### config.mk
export PLATFORM = sky130hd
export DESIGN_NAME = pwm_deadtime_flat
export DESIGN_NICKNAME = d
export VERILOG_FILES = /design/src/rtl/pwm_deadtime_pkg.sv /design/src/rtl/pwm_deadtime_if.sv /design/src/rtl/pwm_deadtime_chnl.sv /design/src/rtl/pwm_deadtime.sv /design/src/flat_wrapper.sv
export SDC_FILE = /design/constraint.sdc
export NUM_CORES = 1
export LEC_CHECK = 0
export CORE_ASPECT_RATIO = 0.75
export CORE_UTILIZATION = 30
export DETAILED_ROUTE_END_ITERATION = 7
export HOLD_SLACK_MARGIN = 0.03
export PLACE_DENSITY_LB_ADDON = 0.12
export SLEW_MARGIN = 10
export SYNTH_ARGS = -nofsm -noshare
export SYNTH_HDL_FRONTEND = slang
export SYNTH_SLANG_ARGS = --single-unit
### constraint.sdc
create_clock -name clk_i -period 5.56 [get_ports clk_i]
set_clock_uncertainty 0.2 [all_clocks]
set_input_delay 1.112 -clock clk_i [delete_from_list [all_inputs] [get_ports clk_i]]
set_output_delay 1.112 -clock clk_i [all_outputs]
set_load 0.05 [all_outputs]
### src/rtl/pwm_deadtime_pkg.sv
// Shared types for the dead-time generator: per-channel state enum and encodings.
package pwm_deadtime_pkg;

  localparam int unsigned CHNL_NUM_DEF = 4;
  localparam int unsigned DT_WIDTH_DEF = 8;
  localparam int unsigned ST_WIDTH     = 3;

  localparam logic [ST_WIDTH-1:0] ST_OFF_C     = 3'd0;
  localparam logic [ST_WIDTH-1:0] ST_LOW_ON_C  = 3'd1;
  localparam logic [ST_WIDTH-1:0] ST_DEAD_H_C  = 3'd2;
  localparam logic [ST_WIDTH-1:0] ST_HIGH_ON_C = 3'd3;
  localparam logic [ST_WIDTH-1:0] ST_DEAD_L_C  = 3'd4;

  typedef enum logic [ST_WIDTH-1:0] {
    ST_OFF     = ST_OFF_C,
    ST_LOW_ON  = ST_LOW_ON_C,
    ST_DEAD_H  = ST_DEAD_H_C,
    ST_HIGH_ON = ST_HIGH_ON_C,
    ST_DEAD_L  = ST_DEAD_L_C
  } chnl_state_e;

endpackage

### src/rtl/pwm_deadtime_if.sv
// Control/gate-drive bundle between the PWM timer side and the dead-time block.
interface pwm_deadtime_if #(
  parameter int unsigned CHNL_NUM = 4,
  parameter int unsigned DT_WIDTH = 8
);
  logic                en_i;
  logic                brk_i;
  logic [DT_WIDTH-1:0] dt_i;
  logic [CHNL_NUM-1:0] pwm_i;
  logic [CHNL_NUM-1:0] pwm_h_o;
  logic [CHNL_NUM-1:0] pwm_l_o;
  logic                brk_o;

  modport master (output en_i, brk_i, dt_i, pwm_i, input pwm_h_o, pwm_l_o, brk_o);
  modport slave  (input en_i, brk_i, dt_i, pwm_i, output pwm_h_o, pwm_l_o, brk_o);
endinterface

### src/rtl/pwm_deadtime_chnl.sv
// One half-bridge channel: Moore FSM inserting dt_i dead cycles between high- and low-side drive.
module pwm_deadtime_chnl
  import pwm_deadtime_pkg::*;
#(
  parameter int unsigned DT_WIDTH = DT_WIDTH_DEF
) (
  input  logic                clk_i,
  input  logic                rst_i,
  input  logic                en_i,
  input  logic                brk_i,
  input  logic                hold_i,
  input  logic [DT_WIDTH-1:0] dt_i,
  input  logic                pwm_i,
  output logic                pwm_h_o,
  output logic                pwm_l_o
);

  chnl_state_e         state_q, state_d;
  logic [DT_WIDTH-1:0] cnt_q, cnt_d;
  logic                h_q, l_q;
  logic                dt_zero;
  logic [DT_WIDTH-1:0] cnt_load;

  assign dt_zero  = (dt_i == '0);
  assign cnt_load = dt_zero ? '0 : dt_i - DT_WIDTH'(1);

  // Next state; dt_i is only consumed on entry to a dead state
  always_comb begin
    state_d = state_q;
    cnt_d   = cnt_q;
    if (brk_i || !en_i || hold_i) begin
      state_d = ST_OFF;
      cnt_d   = '0;
    end else begin
      unique case (state_q)
        ST_OFF: begin
          cnt_d = cnt_load;
          if (pwm_i) state_d = dt_zero ? ST_HIGH_ON : ST_DEAD_H;
          else       state_d = dt_zero ? ST_LOW_ON  : ST_DEAD_L;
        end
        ST_LOW_ON: if (pwm_i) begin
          cnt_d   = cnt_load;
          state_d = dt_zero ? ST_HIGH_ON : ST_DEAD_H;
        end
        ST_HIGH_ON: if (!pwm_i) begin
          cnt_d   = cnt_load;
          state_d = dt_zero ? ST_LOW_ON : ST_DEAD_L;
        end
        ST_DEAD_H: begin
          if (!pwm_i)            state_d = ST_LOW_ON;
          else if (cnt_q == '0)  state_d = ST_HIGH_ON;
          else                   cnt_d   = cnt_q - DT_WIDTH'(1);
        end
        ST_DEAD_L: begin
          if (pwm_i)             state_d = ST_HIGH_ON;
          else if (cnt_q == '0)  state_d = ST_LOW_ON;
          else                   cnt_d   = cnt_q - DT_WIDTH'(1);
        end
        default: begin
          state_d = ST_OFF;
          cnt_d   = '0;
        end
      endcase
    end
  end

  // Gate flops mirror the state register, so h and l can never coincide
  always_ff @(posedge clk_i or posedge rst_i) begin
    if (rst_i) begin
      state_q <= ST_OFF;
      cnt_q   <= '0;
      h_q     <= 1'b0;
      l_q     <= 1'b0;
    end else begin
      state_q <= state_d;
      cnt_q   <= cnt_d;
      h_q     <= (state_d == ST_HIGH_ON);
      l_q     <= (state_d == ST_LOW_ON);
    end
  end

  assign pwm_h_o = h_q;
  assign pwm_l_o = l_q;

endmodule

### src/rtl/pwm_deadtime.sv
// Multi-channel dead-time inserter with a shared sticky break flag.
module pwm_deadtime
  import pwm_deadtime_pkg::*;
#(
  parameter int unsigned CHNL_NUM = CHNL_NUM_DEF,
  parameter int unsigned DT_WIDTH = DT_WIDTH_DEF
) (
  input  logic           clk_i,
  input  logic           rst_i,
  pwm_deadtime_if.slave  bus
);

  logic                brk_q, brk_d;
  logic [CHNL_NUM-1:0] pwm_h, pwm_l;

  // Break stays latched until an edge sees both en_i and brk_i low
  always_comb brk_d = bus.brk_i | (brk_q & bus.en_i);

  always_ff @(posedge clk_i or posedge rst_i) begin
    if (rst_i) brk_q <= 1'b0;
    else       brk_q <= brk_d;
  end

  for (genvar i = 0; i < CHNL_NUM; i++) begin : g_chnl
    pwm_deadtime_chnl #(.DT_WIDTH(DT_WIDTH)) u_chnl (
      .clk_i   (clk_i),
      .rst_i   (rst_i),
      .en_i    (bus.en_i),
      .brk_i   (bus.brk_i),
      .hold_i  (brk_q),
      .dt_i    (bus.dt_i),
      .pwm_i   (bus.pwm_i[i]),
      .pwm_h_o (pwm_h[i]),
      .pwm_l_o (pwm_l[i])
    );
  end

  assign bus.pwm_h_o = pwm_h;
  assign bus.pwm_l_o = pwm_l;
  assign bus.brk_o   = brk_q;

endmodule

### src/flat_wrapper.sv
// flat-port wrapper written by rule: the top's interface ports become plain ports
module pwm_deadtime_flat import pwm_deadtime_pkg::*;
#(
  parameter int unsigned CHNL_NUM = CHNL_NUM_DEF,
  parameter int unsigned DT_WIDTH = DT_WIDTH_DEF
)
  (clk_i, rst_i, bus_en_i, bus_brk_i, bus_dt_i, bus_pwm_i, bus_pwm_h_o, bus_pwm_l_o, bus_brk_o);
  pwm_deadtime_if #(.CHNL_NUM(CHNL_NUM), .DT_WIDTH(DT_WIDTH)) bus_i ();
  input  logic clk_i;
  input  logic rst_i;
  input wire logic [$bits(bus_i.en_i)-1:0] bus_en_i;
  input wire logic [$bits(bus_i.brk_i)-1:0] bus_brk_i;
  input wire logic [$bits(bus_i.dt_i)-1:0] bus_dt_i;
  input wire logic [$bits(bus_i.pwm_i)-1:0] bus_pwm_i;
  output wire logic [$bits(bus_i.pwm_h_o)-1:0] bus_pwm_h_o;
  output wire logic [$bits(bus_i.pwm_l_o)-1:0] bus_pwm_l_o;
  output wire logic [$bits(bus_i.brk_o)-1:0] bus_brk_o;
  assign bus_i.en_i = bus_en_i;
  assign bus_i.brk_i = bus_brk_i;
  assign bus_i.dt_i = bus_dt_i;
  assign bus_i.pwm_i = bus_pwm_i;
  assign bus_pwm_h_o = bus_i.pwm_h_o;
  assign bus_pwm_l_o = bus_i.pwm_l_o;
  assign bus_brk_o = bus_i.brk_o;
  pwm_deadtime #(.CHNL_NUM(CHNL_NUM), .DT_WIDTH(DT_WIDTH)) u_core (.clk_i(clk_i), .rst_i(rst_i), .bus(bus_i));
endmodule
==> results.py <==
metrics = {
    "placed_design": {
        "port_buffers": 24,
        "dpl.hpwl_um": 7530,
        "gp_congestion": 0.840,
        "dp.cells": 623,
    },
    "clock_network": {
        "post_cts_buffers": 0,
        "clkTransAtPathRegs_ns": 0.08,
        "cts_sinks": 53,
        "hold_buffers": 0,
        "clockBufferDepth": 2,
        "cts_tree": "built",
        "cts-buffers-inserted": 5,
        "ctsResizeCount": 0,
        "htreeDepth": 2,
        "cts_root_buf": "clkbuf_16",
        "clk_latency_ns": 0.30,
    },
    "floorplanning": {
        "die_w_um": 135,
        "die_area_mm2": 0.0138,
        "die_h_um": 102,
        "start_util_pct": 30.8,
        "io_pins": 25,
        "rows": 36,
        "core_mm2": 0.0130,
    },
    "global_route": {
        "overflow": 0,
        "use_met3_pct": 2.68,
        "busiest_layer": "met2",
        "antenna_found_initial": 0,
        "grt_max_degree": 36,
        "grt_pass1_wl_um": 17300,
        "use_met2_pct": 25.0,
        "met1_usage_pct": 23.6,
        "grtUsageTotal_pct": 16.2,
        "first_global_vias": 3211,
    },
    "critical_path": {
        "ff2ff_path_depth": 5,
        "reg2reg_slack_ns": 3.10,
        "worst_setup_path_start_kind": "primary input",
        "critPathKind": "primary input to flip-flop",
        "rr_startpoint": "u_core.g_chnl[0].u_chnl.state_q[2]$_DFF_PP0_",
        "required_ns": 5.53,
        "worstPathArrival_ns": 3.58,
        "worst_setup_path_end_kind": "flip-flop",
        "cp_max_fo": 5,
        "r2r-end": "u_core.g_chnl[0].u_chnl.cnt_q[5]$_DFFE_PP0P_",
    },
    "status": {
        "status": "finished clean",
    },
    "hold_path": {
        "min_from": "u_core.bus.brk_o$_DFF_PP0_",
        "hp-class": "flip-flop to flip-flop",
        "min_to": "u_core.bus.brk_o$_DFF_PP0_",
        "hold-path-cell-count": 1,
    },
    "detailed_routing": {
        "routedWlPerCell_um": 16.9,
        "vias": 3425,
        "drt-vias-per-instance": 5.43,
        "first_pass_iters": 5,
        "routed_wl_um": 10700,
        "drc": 0,
        "first_iter_violations": 228,
        "antenna_left": 0,
    },
    "timing": {
        "period_needed_ns": 3.61,
        "final-hold-violation-count": 0,
        "hold_slack_ns": 0.316,
        "final_max_slew_viol_count": 0,
        "tightest_slew_ns": 0.690,
        "relSlewSlack_pct": 53.5,
        "setup_tns_ns": 0,
        "fin_crit_sh_pct": 64.9,
        "setup_viol": 0,
        "fmax_ghz": 0.277,
        "rsz0062_at_grt": "no",
    },
    "logic_synthesis": {
        "synth_area_per_cell_um2": 8.67,
        "ys_warn_count": 0,
        "synth_top_area_share_pct": 33.1,
        "synth_edf_count": 0,
        "synthFlopType": "dfrtp_1",
        "async_flop_share_pct": 100,
        "syn_nets": 487,
        "synthTopCellsByCount": "53 x dfrtp_1, 40 x nor2_1, 33 x a21oi_1, 24 x nand2_1, 24 x nor3_1",
        "yosysUniqueCellTypes": 69,
        "synth_top_cells_by_area": "dfrtp_1 33%, a21oi_1 4.1%, nor2_1 3.7%, nor3b_1 3.2%, nor3_1 3.0%",
        "yosys.area.top_type": "dfrtp_1",
        "syn_inst": 462,
        "yosysMostFrequentCell": "dfrtp_1",
        "syn_area_mm2": 0.00401,
        "ys_seq_area_share_pct": 33.1,
        "ys_ff_latch": 53,
    },
    "layout": {
        "antennaDiodeCount": 0,
        "area_delta_synth_final_pct": 11.2,
        "drive_gt1_share_pct": 10.0,
        "nets": 484,
        "finish.utilization_pct": 34.2,
        "instances_no_fill": 631,
    },
    "job": {
        "max-cap-violations": 0,
    },
    "power": {
        "power_density_mw_per_mm2": 226,
        "ir_drop_v": 0.000114,
        "p_total_w": 0.00101,
        "leakage_nw": 1.83,
    },
}
-- flip-flops by register name (all words and copies together), names as in the netlist --
signal,cells
u_core.g_chnl.u_chnl.pwm_l_o,4
u_core.g_chnl.u_chnl.cnt_q,32
u_core.g_chnl.u_chnl.state_q,12
u_core.bus.brk_o,1
u_core.g_chnl.u_chnl.pwm_h_o,4
-- worst max-delay path by stage --
stage / depth (start not counted) / to / from / slack, ns
6_report: 8 / u_core.g_chnl[0].u_chnl.cnt_q[6]$_DFFE_PP0P_ / bus_dt_i[0] / 1.95
5_1_grt: 8 / u_core.g_chnl[3].u_chnl.pwm_l_o$_DFF_PP0_ / bus_dt_i[0] / 1.80
4_1_cts: 8 / u_core.g_chnl[0].u_chnl.cnt_q[6]$_DFFE_PP0P_ / bus_dt_i[0] / 1.95
3_5_place_dp: 8 / u_core.g_chnl[0].u_chnl.cnt_q[6]$_DFFE_PP0P_ / bus_dt_i[0] / 1.64
3_3_place_gp: 8 / u_core.g_chnl[0].u_chnl.cnt_q[6]$_DFFE_PP0P_ / bus_dt_i[0] / 1.66
2_1_floorplan: 7 / u_core.g_chnl[3].u_chnl.cnt_q[6]$_DFFE_PP0P_ / bus_dt_i[0] / 2.75
-- logic make-up after synthesis --
group,Yosys count,synth area share (%)
buf+inv,56,7.09
mux,4,1.03
compound gates,132,23.5
xor+xnor,21,4.59
flops,53,33.1
simple gates,187,27.8
fa+ha+maj,9,2.81
-- critical path, cell delays in order --
cell	delay [ns]
clkdlybuf4s50_1	0.55
inv_1	0.15
ha_1	0.23
or4b_4	0.53
o21ai_0	0.58
a21oi_1	0.17
o21bai_1	0.16
a21oi_1	0.08
-- layer usage --
metal | up-vias | wire length [µm]
li1 | 1696 | -
met1 | 1679 | 5600
met2 | 42 | 4630
met3 | 8 | 372
met4 | 0 | 95
met5 | - | 0
-- power by group --
part	internal, W	switching [W]
Combinational	0.0000761	0.000108
Clock	0.000258	0.000157
Sequential	0.000394	0.0000142
Total	0.000728	0.000280
-- layout by cell type, fill, tap and decap left out, types with 4 or more instances in the layout --
| cell | netlist | routed |
|---|---|---|
| nor2_1 | 40 | 40 |
| inv_1 | 20 | 19 |
| dfrtp_1 | 53 | 53 |
| o32ai_1 | 6 | 6 |
| nand3_1 | 13 | 13 |
| nor3_1 | 24 | 24 |
| nor2b_1 | 12 | 12 |
| or2_2 | 11 | 11 |
| a221oi_1 | 8 | 8 |
| nand2_1 | 24 | 24 |
| nand4b_1 | 4 | 4 |
| ha_1 | 9 | 9 |
| o2bb2ai_1 | 8 | 8 |
| nor3b_1 | 17 | 17 |
| a211oi_1 | 7 | 7 |
| a31oi_1 | 11 | 11 |
| o22ai_1 | 5 | 5 |
| clkbuf_16 | 0 | 5 |
| xnor2_1 | 11 | 11 |
| a21oi_1 | 33 | 33 |
| o21ai_0 | 13 | 13 |
| xor2_1 | 10 | 10 |
| o21bai_1 | 5 | 5 |
| nor3_2 | 5 | 5 |
| clkdlybuf4s50_1 | 0 | 24 |
| a21o_1 | 4 | 4 |
| and3_1 | 8 | 8 |
-- layout make-up --
cell class	count	area (µm²)
fillers	1334	8560
inverters	20	75.1
repair buffers	26	255
flip-flops and latches	53	1330
clock inverters	3	65.1
well taps	171	214
clock buffers	5	125
multi-input cells	353	2390
-- metrics by stage --
step	area (µm²)	setup slack (ns)
final	4460	1.95
after CTS	4460	1.95
after detailed placement	4270	1.64
after global placement	4270	1.66
after global routing	4460	1.80
after floorplan	4010	2.75
No activity file was read; power rests on OpenSTA's default activity.
